$ cat config.mk
export PLATFORM = sky130hd
export DESIGN_NAME = plic_target
export DESIGN_NICKNAME = d
export VERILOG_FILES = /design/src/rtl/plic_pkg.sv /design/src/rtl/plic_prio_tree.sv /design/src/rtl/plic_target.sv
export SDC_FILE = /design/constraint.sdc
export NUM_CORES = 1
export LEC_CHECK = 0
export BUFFER_PORTS_ARGS = -buffer_cell sky130_fd_sc_hd__buf_2
export CAP_MARGIN = 0
export CORE_ASPECT_RATIO = 0.8
export CORE_MARGIN = 5
export CORE_UTILIZATION = 25
export CTS_BUF_LIST = sky130_fd_sc_hd__clkbuf_8
export CTS_CLUSTER_DIAMETER = 40
export CTS_CLUSTER_SIZE = 12
export DETAILED_ROUTE_END_ITERATION = 12
export GPL_TIMING_DRIVEN = 0
export SLEW_MARGIN = 15
export SYNTH_ARGS = -nofsm -noshare
export SYNTH_HDL_FRONTEND = slang
export SYNTH_SLANG_ARGS = --single-unit
export TNS_END_PERCENT = 1
$ cat constraint.sdc
create_clock -name clk -period 3 [get_ports clk]
set_clock_uncertainty 0.2 [all_clocks]
set_input_delay 0.45 -clock clk [delete_from_list [all_inputs] [get_ports clk]]
set_output_delay 0.45 -clock clk [all_outputs]
set_load 0.01 [all_outputs]
$ cat src/rtl/plic_pkg.sv
// Shared types and helpers for the PLIC target slice.
// Width helpers, claim FSM encoding and the null interrupt ID.
package plic_pkg;

  function automatic int id_bits(input int n);
    return $clog2(n + 1);
  endfunction

  function automatic int prio_bits(input int n);
    return (n > 1) ? $clog2(n) : 1;
  endfunction

  typedef enum logic [1:0] {
    ST_IDLE  = 2'd0,
    ST_HOLD1 = 2'd1,
    ST_HOLD2 = 2'd2
  } claim_st_e;

  localparam int ID_NONE = 0;

endpackage

$ cat src/rtl/plic_prio_tree.sv
// Combinational argmax over eligible sources, built as a recursive pair tree.
// Lower index wins ties; no eligible source yields ID 0 with priority 0.
module plic_prio_tree
  import plic_pkg::*;
#(
  parameter int N    = 16,
  parameter int PW   = 3,
  parameter int IW   = 5,
  parameter int BASE = 0
) (
  input  logic [N-1:0]    elig_i,
  input  logic [N*PW-1:0] prio_i,
  output logic [IW-1:0]   best_id_o,
  output logic [PW-1:0]   best_prio_o
);

  if (N == 1) begin : g_leaf
    assign best_id_o   = elig_i[0] ? IW'(BASE + 1) : IW'(ID_NONE);
    assign best_prio_o = elig_i[0] ? prio_i : '0;
  end else begin : g_node
    localparam int NL = N / 2;
    localparam int NH = N - NL;

    logic [IW-1:0] id_l, id_h;
    logic [PW-1:0] p_l, p_h;
    logic          hi_win;

    plic_prio_tree #(
      .N(NL), .PW(PW), .IW(IW), .BASE(BASE)
    ) u_lo (
      .elig_i     (elig_i[NL-1:0]),
      .prio_i     (prio_i[NL*PW-1:0]),
      .best_id_o  (id_l),
      .best_prio_o(p_l)
    );

    plic_prio_tree #(
      .N(NH), .PW(PW), .IW(IW), .BASE(BASE + NL)
    ) u_hi (
      .elig_i     (elig_i[N-1:NL]),
      .prio_i     (prio_i[N*PW-1:NL*PW]),
      .best_id_o  (id_h),
      .best_prio_o(p_h)
    );

    // strict compare keeps ties on the lower half
    assign hi_win      = p_h > p_l;
    assign best_id_o   = hi_win ? id_h : id_l;
    assign best_prio_o = hi_win ? p_h : p_l;
  end

endmodule

$ cat src/rtl/plic_target.sv
// One PLIC interrupt target: source selection, ireq, claim FSM and
// one-cycle claim/complete strobes back to the gateways.
module plic_target
  import plic_pkg::*;
#(
  parameter  int SOURCES    = 16,
  parameter  int PRIORITIES = 8,
  localparam int SRC_BITS   = id_bits(SOURCES),
  localparam int PRIO_BITS  = prio_bits(PRIORITIES)
) (
  input  logic                         clk,
  input  logic                         rst_n,
  input  logic [SOURCES-1:0]           ip,
  input  logic [SOURCES-1:0]           ie,
  input  logic [SOURCES*PRIO_BITS-1:0] prio,
  input  logic [PRIO_BITS-1:0]         threshold,
  input  logic                         claim_rd,
  input  logic                         complete_wr,
  input  logic [SRC_BITS-1:0]          complete_id,
  output logic                         ireq,
  output logic [SRC_BITS-1:0]          id,
  output logic [SRC_BITS-1:0]          claim_id,
  output logic [SOURCES-1:0]           claim,
  output logic [SOURCES-1:0]           complete
);

  logic [SOURCES-1:0]   elig;
  logic [SRC_BITS-1:0]  best_id;
  logic [PRIO_BITS-1:0] best_prio;

  logic [SRC_BITS-1:0]  id_q;
  logic [PRIO_BITS-1:0] bprio_q;
  logic [PRIO_BITS-1:0] thr_q;
  claim_st_e            state_q;
  logic [SRC_BITS-1:0]  claim_id_q;
  logic [SOURCES-1:0]   claim_q;
  logic [SOURCES-1:0]   complete_q, complete_d;
  logic [SOURCES-1:0]   id_oh;
  logic                 ireq_int;

  always_comb begin
    elig       = '0;
    id_oh      = '0;
    complete_d = '0;
    for (int i = 0; i < SOURCES; i++) begin
      elig[i] = ip[i] & ie[i] &
                (prio[i*PRIO_BITS +: PRIO_BITS] != '0);
      id_oh[i] = (id_q == SRC_BITS'(i + 1));
      complete_d[i] = complete_wr & ie[i] &
                      (complete_id == SRC_BITS'(i + 1));
    end
  end

  plic_prio_tree #(
    .N(SOURCES), .PW(PRIO_BITS), .IW(SRC_BITS), .BASE(0)
  ) u_tree (
    .elig_i     (elig),
    .prio_i     (prio),
    .best_id_o  (best_id),
    .best_prio_o(best_prio)
  );

  // hold states mask ireq while the gateway drops ip and id catches up
  assign ireq_int = (state_q == ST_IDLE) && (bprio_q > thr_q);

  always_ff @(posedge clk or negedge rst_n) begin
    if (!rst_n) begin
      id_q       <= '0;
      bprio_q    <= '0;
      thr_q      <= '0;
      complete_q <= '0;
    end else begin
      id_q       <= best_id;
      bprio_q    <= best_prio;
      thr_q      <= threshold;
      complete_q <= complete_d;
    end
  end

  always_ff @(posedge clk or negedge rst_n) begin
    if (!rst_n) begin
      state_q    <= ST_IDLE;
      claim_id_q <= '0;
      claim_q    <= '0;
    end else begin
      claim_q <= '0;
      case (state_q)
        ST_IDLE: begin
          if (claim_rd) begin
            if (ireq_int) begin
              claim_id_q <= id_q;
              claim_q    <= id_oh;
              state_q    <= ST_HOLD1;
            end else begin
              claim_id_q <= SRC_BITS'(ID_NONE);
            end
          end
        end
        ST_HOLD1: begin
          if (claim_rd) claim_id_q <= SRC_BITS'(ID_NONE);
          state_q <= ST_HOLD2;
        end
        ST_HOLD2: begin
          if (claim_rd) claim_id_q <= SRC_BITS'(ID_NONE);
          state_q <= ST_IDLE;
        end
        default: state_q <= ST_IDLE;
      endcase
    end
  end

  assign ireq     = ireq_int;
  assign id       = id_q;
  assign claim_id = claim_id_q;
  assign claim    = claim_q;
  assign complete = complete_q;

endmodule

* After elaboration in Yosys (flattened, before gate mapping) *
Index checks and enable logic that the tools add are counted.

storage, ports and cells
  output and inout bits = 43
  RAM bits = 0
  flip-flop bits (word level) = 50
  bits in latches = 0
  memories kept = 0
  memory bits (read-only) = 0

operators by class
  reduce and logical (&&, ||, !) cells = 22
  add/sub/neg operators = 0
  shift operators = 0
  divide/modulo/power cells = 0
  multipliers = 0
  order comparisons = 16
  bitwise operators = 64
  equality and inequality tests = 37
  muxes and demuxes = 72

operators by type and width
  operator            number
  $mux 3              36
  $mux 5              17
  $eq 5x4->1 const B  16
  $and 1x1->1         64
  $gt 3x3->1          16
  $mux 16             3
  $reduce_bool 3->1   16
  $eq 5x3->1 const B  8
  $mux 4              9
  $eq 5x2->1 const B  4
  $eq 5x1->1 const B  2
  $eq 5x5->1 const B  2
  $pmux 5 s2          1
  $mux 2              4
  $ne 2x2->1 const B  2
  $pmux 2 s2          1
  $reduce_and 3->1    1
  $eq 2x1->1 const B  1
  $eq 2x2->1 const B  1
  $logic_not 2->1     1
  $ne 2x1->1 const B  1
  $reduce_and 2->1    1
  $reduce_bool 2->1   1
  $reduce_or 2->1     1
  other kinds (2)     2

* Depth between registers and ports, before layout *
Gate-level depths: netlist of run 1.

  depth in word-level cells = 11
  depth in mapped cells = 31

* Hierarchy *
A second synthesis of run 1 with hierarchy kept.

unflattened totals
  cell total of the unflattened synthesis = 577
  area total of the unflattened synthesis = 5672.9 µm²

by module, submodules not included
  module                                                                       cells an instance  times used  area an instance (µm²)
  plic_prio_tree (u_tree ...)                                                  19                 15          183.9
  plic_target                                                                  148                1           1953.1
  plic_prio_tree (u_tree.g_node.u_hi.g_node.u_hi.g_node.u_hi.g_node.u_hi ...)  9                  16          60.1

* Worst setup path after synthesis of run 1 *
OpenSTA, ideal clock, no wires.

  path type = input to register
  from = input port prio[39]
  to = register id_q[1], in the netlist id[1]
  data arrival time = 5.245 ns
  data required time = 2.667 ns
  slack = -2.579 ns
  path buffers = 1
  stages on the path = 28
  path through = and3_1 > inv_1 > ha_1 > and3_1 > a21oi_1 > mux2i_1 > inv_1 > ha_1 > nand2_1 > o21ai_2 > and2_1 > mux2i_1 > inv_1 > ha_1 > nand3_1 > o21ai_1 > or2_1 > buf_2 > or3_1 > o211a_1 > inv_1 > ha_1 > nand3_1 > o21ai_0 > nor2_1 > o41ai_2 > nor3_1 > a22oi_1

on the way
  cells in the longest elaborated chain, start to end = 11
  elaborated cells between the ends (all ways) = 15

RTL lines
  item                    RTL line              text
  start: declaration      plic_target.sv:15     input logic [SOURCES*PRIO_BITS-1:0] prio,
  $reduce_bool 3->1       plic_target.sv:47     (prio[i*PRIO_BITS +: PRIO_BITS] != '0);
  $and 1x1->1             plic_target.sv:46     elig[i] = ip[i] & ie[i] &
  $mux 3                  plic_prio_tree.sv:19  assign best_prio_o = elig_i[0] ? prio_i : '0;
  $gt 3x3->1              plic_prio_tree.sv:47  assign hi_win = p_h > p_l;
  $mux 3                  plic_prio_tree.sv:49  assign best_prio_o = hi_win ? p_h : p_l;
  $gt 3x3->1              plic_prio_tree.sv:47
  $mux 3                  plic_prio_tree.sv:49
  $gt 3x3->1              plic_prio_tree.sv:47
  $mux 3                  plic_prio_tree.sv:49
  $gt 3x3->1              plic_prio_tree.sv:47
  $mux 5 (*)              plic_prio_tree.sv:48  assign best_id_o = hi_win ? id_h : id_l;
  via best_id[1]          plic_target.sv:28     logic [SRC_BITS-1:0] best_id;
  end signal: assignment  plic_target.sv:73     id_q <= best_id;
  end: declaration        plic_target.sv:31     logic [SRC_BITS-1:0] id_q;

Mark *: on every way through the listed nets, which the timed path passes. The rest lies on a longest branch.
A chain may end at the register's enable or synchronous reset.

* Worst setup path in the final report of run 1 *
  from = input port ip[13]
  to = register bprio_q[1]

on the way
  cells in the longest elaborated chain, start to end = 11

RTL lines
  item                          RTL line              text
  start: declaration            plic_target.sv:13     input logic [SOURCES-1:0] ip,
  $and 1x1->1 (*) (2 in a row)  plic_target.sv:46
  $mux 3 (*)                    plic_prio_tree.sv:19
  $gt 3x3->1                    plic_prio_tree.sv:47
  $mux 3 (*)                    plic_prio_tree.sv:49
  $gt 3x3->1                    plic_prio_tree.sv:47
  $mux 3 (*)                    plic_prio_tree.sv:49
  $gt 3x3->1                    plic_prio_tree.sv:47
  $mux 3 (*)                    plic_prio_tree.sv:49
  $gt 3x3->1                    plic_prio_tree.sv:47
  $mux 3 (*)                    plic_prio_tree.sv:49
  via best_prio[1]              plic_target.sv:29     logic [PRIO_BITS-1:0] best_prio;
  end signal: assignment        plic_target.sv:74     bprio_q <= best_prio;
  end: declaration              plic_target.sv:32     logic [PRIO_BITS-1:0] bprio_q;

Marks and branches as above.

==> impl_metrics.toml, run 1 <==
[synthesis]
synth_edf_count = 0
ys_seq_area_frac = 0.300
ys_top_cells_by_count = "nand3_1 (53), dfrtp_1 (50), ha_1 (50)"
avgSynthCellArea_um2 = 8.83
yosysMostFrequentCell = "nand3_1"
synthFlopType = "dfrtp_1"
synth_cells = 472
synthDistinctLibCells = 62
yosysTopAreaCell = "dfrtp_1"
ys.warnings.count = 0
ys_async_sr_fraction = 1.00
synth_nets = 614
yosysTopAreaCellShare = 0.300
netlist_area_um2 = 4170
ys_ff_latch = 50
yosys-top-cells-area = "dfrtp_1 (30%), ha_1 (15%), nand3_1 (6.4%)"

[place]
pre_cts_ws_ps = -3120
gp_congestion = 0.852
placed_area_um2 = 5210
port_buffers = 134
dpl.hpwl_mm = 10.7

[power]
power_leakage_nw = 3.07
ir_drop_mv = 0.331
finalPower_mw = 3.95
p_per_area_nw_per_um2 = 626

[floorplan]
start_util = 0.253
die_area_um2 = 19400
die_w_um = 154
rows = 42
fp.dieH_um = 125
io_pins = 135
core_area_um2 = 16400

[detailed_routing]
ant_nets = 0
wl_per_cell_um = 15.6
routed_wl_mm = 13.6
vias = 4308
drt_iter0_drc = 138
firstDrtPassIters = 5
drc = 0
viasPerCell = 4.92

[global_routing]
grt-ovfl-total = 0
antenna_found_initial = 0
gr-usage-all-layers = 0.131
grt_pass1_wl_mm = 21.0
grt_max_degree = 51
grt_pass1_vias = 4223

[final_layout]
areaGrowthSynthToFinish_pct = 51.2
postLayoutCellArea_um2 = 6300
antennaDiodeCount = 0
drive_gt1_frac = 0.472
nNetsFinal = 796

[timing]
tightest_slew_ps = 729
min_period_over_period = 1.76
setup_viol = 8
finalCriticalPeriod_ps = 5270
max_freq_mhz = 190
slew_headroom = 0.507
drv_slew = 0
rsz0062_at_grt = "yes"
hold_violations = 0
fin_ws_ps = -2270

[worst_setup_path]
crit_path_end_kind = "flip-flop"
worstPathArrival_ps = 5300
worstSetupPathType = "in -> reg"
critPathMaxFanout = 4
startpoint_type = "primary input"
r2r_slack_ps = 600
required_ps = 3030

[clocking]
clockBufferDepth = 2
clock_latency_ps = 310
cts_max_level = 2
clkTransAtPathRegs_ps = 100
cts_made_buffers = 5
tritoncts = "done"
cts_root_buf = "clkbuf_8"
clkSinkCount = 50

[min_path]
min_path_type = "in -> reg"

[flow_run]
drv_cap = 0

[run_status]
status = "finished with violations"
violations = "setup timing"
==> area by class of cell <==
| cell class | instances | area, µm² |
|---|---|---|
| clock buffers | 5 | 68.8 |
| inverters | 43 | 161 |
| multi-input cells | 372 | 3440 |
| clock inverters | 3 | 23.8 |
| flip-flops and latches | 50 | 1250 |
| repair buffers | 178 | 1050 |
| plain buffers | 4 | 30.0 |
| fillers | 1634 | 10100 |
| well taps | 220 | 275 |
==> flip-flops by register name, summed over array words and instances, names as in the netlist <==
signal and count:
claim 16, complete 16, claim_id 5, id 5
bprio_q 3, thr_q 3, state_q 2
==> metrics by stage <==
stage	cells	utilization	hold WS, ps	setup TNS, ps
after global placement	826	0.317	292	-23620
after global routing	875	0.383	27.5	-18270
after CTS	858	0.360	37.0	-16940
after detailed placement	826	0.317	298	-23870
final	875	0.383	43.3	-16920
after floorplan	472	-	-45.6	-17130
==> layer usage <==
layer | wire [µm] | track usage
met3 | 779 | 0.0183
met2 | 6420 | 0.215
met4 | 205 | 0.0270
met5 | 0 | 0
met1 | 6230 | 0.184
==> cell families (layout without fill, tap and decap cells) <==
family,count (synthesis),in the layout,share of synthesized area
flops,50,50,0.300
simple gates,202,202,0.270
fa+ha+maj,50,50,0.150
compound gates,90,90,0.156
buf+inv,50,233,0.0492
mux,30,30,0.0748
==> path summary, 6_finish.rpt <==
check	cells after the start	end	from
worst max-delay path	27	bprio_q[1]	ip[13]
worst min-delay path	1	thr_q[1]	threshold[1]
worst max register to register	8	claim[15]	thr_q[1]
worst min register to register	1	claim_id[2]	claim_id[2]
max in group asynchronous	2	id[4]	rst_n
min in group asynchronous	2	thr_q[1]	rst_n
==> worst max-delay path, stage by stage <==
cell      delay, ps
buf_8            80
and3_4          180
inv_2            50
ha_4            140
nand3b_1        240
nand2_1         130
mux2_2          360
ha_1            360
a21oi_2         210
o21ai_4          90
nand2_2         140
mux2_2          390
ha_4            250
nand3_2          70
o21ai_2          70
or2_1           250
or3_4           320
o211a_1         150
inv_2            70
ha_4            210
nand3_4          70
o21ai_4          70
o211ai_1        270
buf_4           180
nor2_4           30
nor4_2          230
o311a_1         240
==> cells in the final DEF, fill, tap and decap left out, types with 7 or more instances in the layout <==
cell type and n:
a21oi_2 13, a21oi_4 9, a31oi_1 7, and3_1 24
buf_2 126, buf_4 46, dfrtp_1 50, ha_1 37
ha_4 13, inv_1 39, mux2i_2 10, nand2_1 16
nand3_1 41, nand3_2 8, nand3b_1 11, nor2_1 27
nor2b_1 8, o311ai_0 9
==> power by group <==
group          internal (mW)  switching [mW]
Clock                  0.167           0.234
Combinational           1.29            1.41
Sequential             0.769          0.0846
Total                   2.22            1.72
==> repair_timing <==
item / CTS / global route
pin swaps: 33 / 28
endpoints found under the hold margin: 0 / 29
resized for setup: 84 / 46
hold buffers: 0 / 1
setup buffers: 26 / 17
setup endpoints to repair: 8 / 8
(Power assumes the default switching activity.)
==> inputs of run 2 (changes only) <==
--- a/config.mk
+++ b/config.mk
@@ -19,4 +19,4 @@
 export SYNTH_ARGS = -nofsm -noshare
 export SYNTH_HDL_FRONTEND = slang
 export SYNTH_SLANG_ARGS = --single-unit
-export TNS_END_PERCENT = 1
+export TNS_END_PERCENT = 50
==> impl_metrics.toml, run 2 (synthesis gave the netlist of run 1 again) <==
[detailed_routing]
firstDrtPassIters = 4
viasPerCell = 5.05
routed_wl_mm = 14.9
ant_nets = 0
vias = 4541
drc = 0
drt_iter0_drc = 164
wl_per_cell_um = 16.6

[final_layout]
multi_input_area_um2 = 3890
seqCellArea_um2 = 1250
final_cell_mix = "buf_2 (117), buf_4 (71), dfrtp_1 (50)"
fin_util = 0.425
fillers = 1546
drive_gt1_frac = 0.583
final_common_cell = "buf_2"
nNetsFinal = 820
areaGrowthSynthToFinish_pct = 67.7
antennaDiodeCount = 0
instances_no_fill = 899

[floorplan]
start_util = 0.253
fp.dieH_um = 125
die_area_um2 = 19400
rows = 42
die_w_um = 154
io_pins = 135
core_area_um2 = 16400

[timing]
tightest_slew_ps = 684
hold_violations = 50
whs_ps = -64.1
setup_viol = 8
rsz0062_at_grt = "yes"
slew_headroom = 0.538
fin_ws_ps = -2350
min_period_over_period = 1.78
finalCriticalPeriod_ps = 5350
drv_slew = 0
max_freq_mhz = 187

[global_routing]
grt_pass1_wl_mm = 22.0
grt_pass1_vias = 4365
grt-ovfl-total = 0
gr-usage-all-layers = 0.137
grt_max_degree = 51
antenna_found_initial = 0

[clocking]
tritoncts = "done"
clkSinkCount = 50
cts_max_level = 2
cts_root_buf = "clkbuf_8"
cts_made_buffers = 5
cts_hold_buf = 0
clock_latency_ps = 310
clkTransAtPathRegs_ps = 100
clockBufferDepth = 2

[place]
port_buffers = 134
gp_congestion = 0.841
dpl.hpwl_mm = 10.7
dp.cells = 826
pre_cts_ws_ps = -3160

[worst_setup_path]
worstSetupPathType = "in -> reg"
cp_common_cell = "ha_4"
cp_slowest_stage_delay_ps = 330
critPathMaxFanout = 8
crit_path_end_kind = "flip-flop"
r2r_slack_ps = 690
rr_worst_depth = 8
cp-startpoint = "ip[13]"
startpoint_type = "primary input"
worstPathArrival_ps = 5370
reg2reg_from = "bprio_q[1]"
worst_r2r_endpoint = "claim[0]"
crit_slowest_cell = "mux2_4"
required_ps = 3010

[power]
p_clk_frac = 0.093
p_seq_frac = 0.191
p_comb_frac = 0.716
power_leakage_nw = 3.26
p_switching_mw = 1.91
p_per_area_nw_per_um2 = 636
finalPower_mw = 4.44
p_sw_frac = 0.431
ir_drop_mv = 0.363
p_int_mw = 2.53

[flow_run]
drv_cap = 0

[run_status]
status = "finished with violations"
violations = "hold timing, setup timing"

[min_path]
min_path_type = "in -> async"
-- run 2: cell count changes in the layout (fill, tap and decap cells not counted), sizes merged --
| cell | delta |
|---|---|
| clkbuf | +5 |
| clkinv | +2 |
| clkinvlp | -2 |
| buf | +20 |
| dlygate4sd3 | -1 |
-- run 2: critical path, delay by kind of cell --
kind            cells  cell delay (ps)
compound gates      9             1740
simple gates        8             1110
fa+ha+maj           4              910
mux                 2              630
buf+inv             6              550
-- run 2: metal layers --
layer,GRT usage,wire length (µm)
met4,0.0312,269
met1,0.186,6770
met3,0.0252,761
met5,0,0
met2,0.228,7110
-- run 2: worst max-delay path by stage --
stage,cells past startpoint,slack [ps],end
2_1_floorplan,28,-2250,bprio_q[0]
4_1_cts,29,-2250,bprio_q[0]
3_5_place_dp,25,-3160,bprio_q[0]
6_report,29,-2350,bprio_q[0]
5_1_grt,29,-2510,bprio_q[0]
3_3_place_gp,28,-3120,bprio_q[0]
-- run 2: metrics by stage --
step           setup TNS [ps]  instance area [µm²]
5_1_grt                -18730                 6990
6_report               -17340                 6990
3_5_place_dp           -24160                 5210
3_3_place_gp           -24180                 5210
2_1_floorplan          -17110                 4260
4_1_cts                -16860                 6150
-- run 2: what timing repair did --
item | CTS | global route
pin swaps | 36 | 54
endpoints found under the setup margin | 8 | 8
setup buffers | 40 | 27
gates resized for setup | 101 | 125
-- run 2: power by group through the flow --
stage	clock network (mW)	logic (mW)	registers, mW
final	0.414	3.18	0.849
after global routing	0.451	3.43	0.863
after CTS	0.430	2.46	0.848
after detailed placement	0	1.97	0.862
after global placement	0	1.95	0.863
after floorplan	0	1.42	0.866
-- run 2: area by class of cell --
| cell class | instances | area share |
|---|---|---|
| multi-input combinational | 372 | 0.557 |
| timing repair buffer | 201 | 0.181 |
| sequential | 50 | 0.179 |
| tap | 220 | 0.0394 |
| inverter | 43 | 0.0235 |
| clock buffer | 5 | 0.00985 |
| buffer | 5 | 0.00591 |
| clock inverter | 3 | 0.00412 |
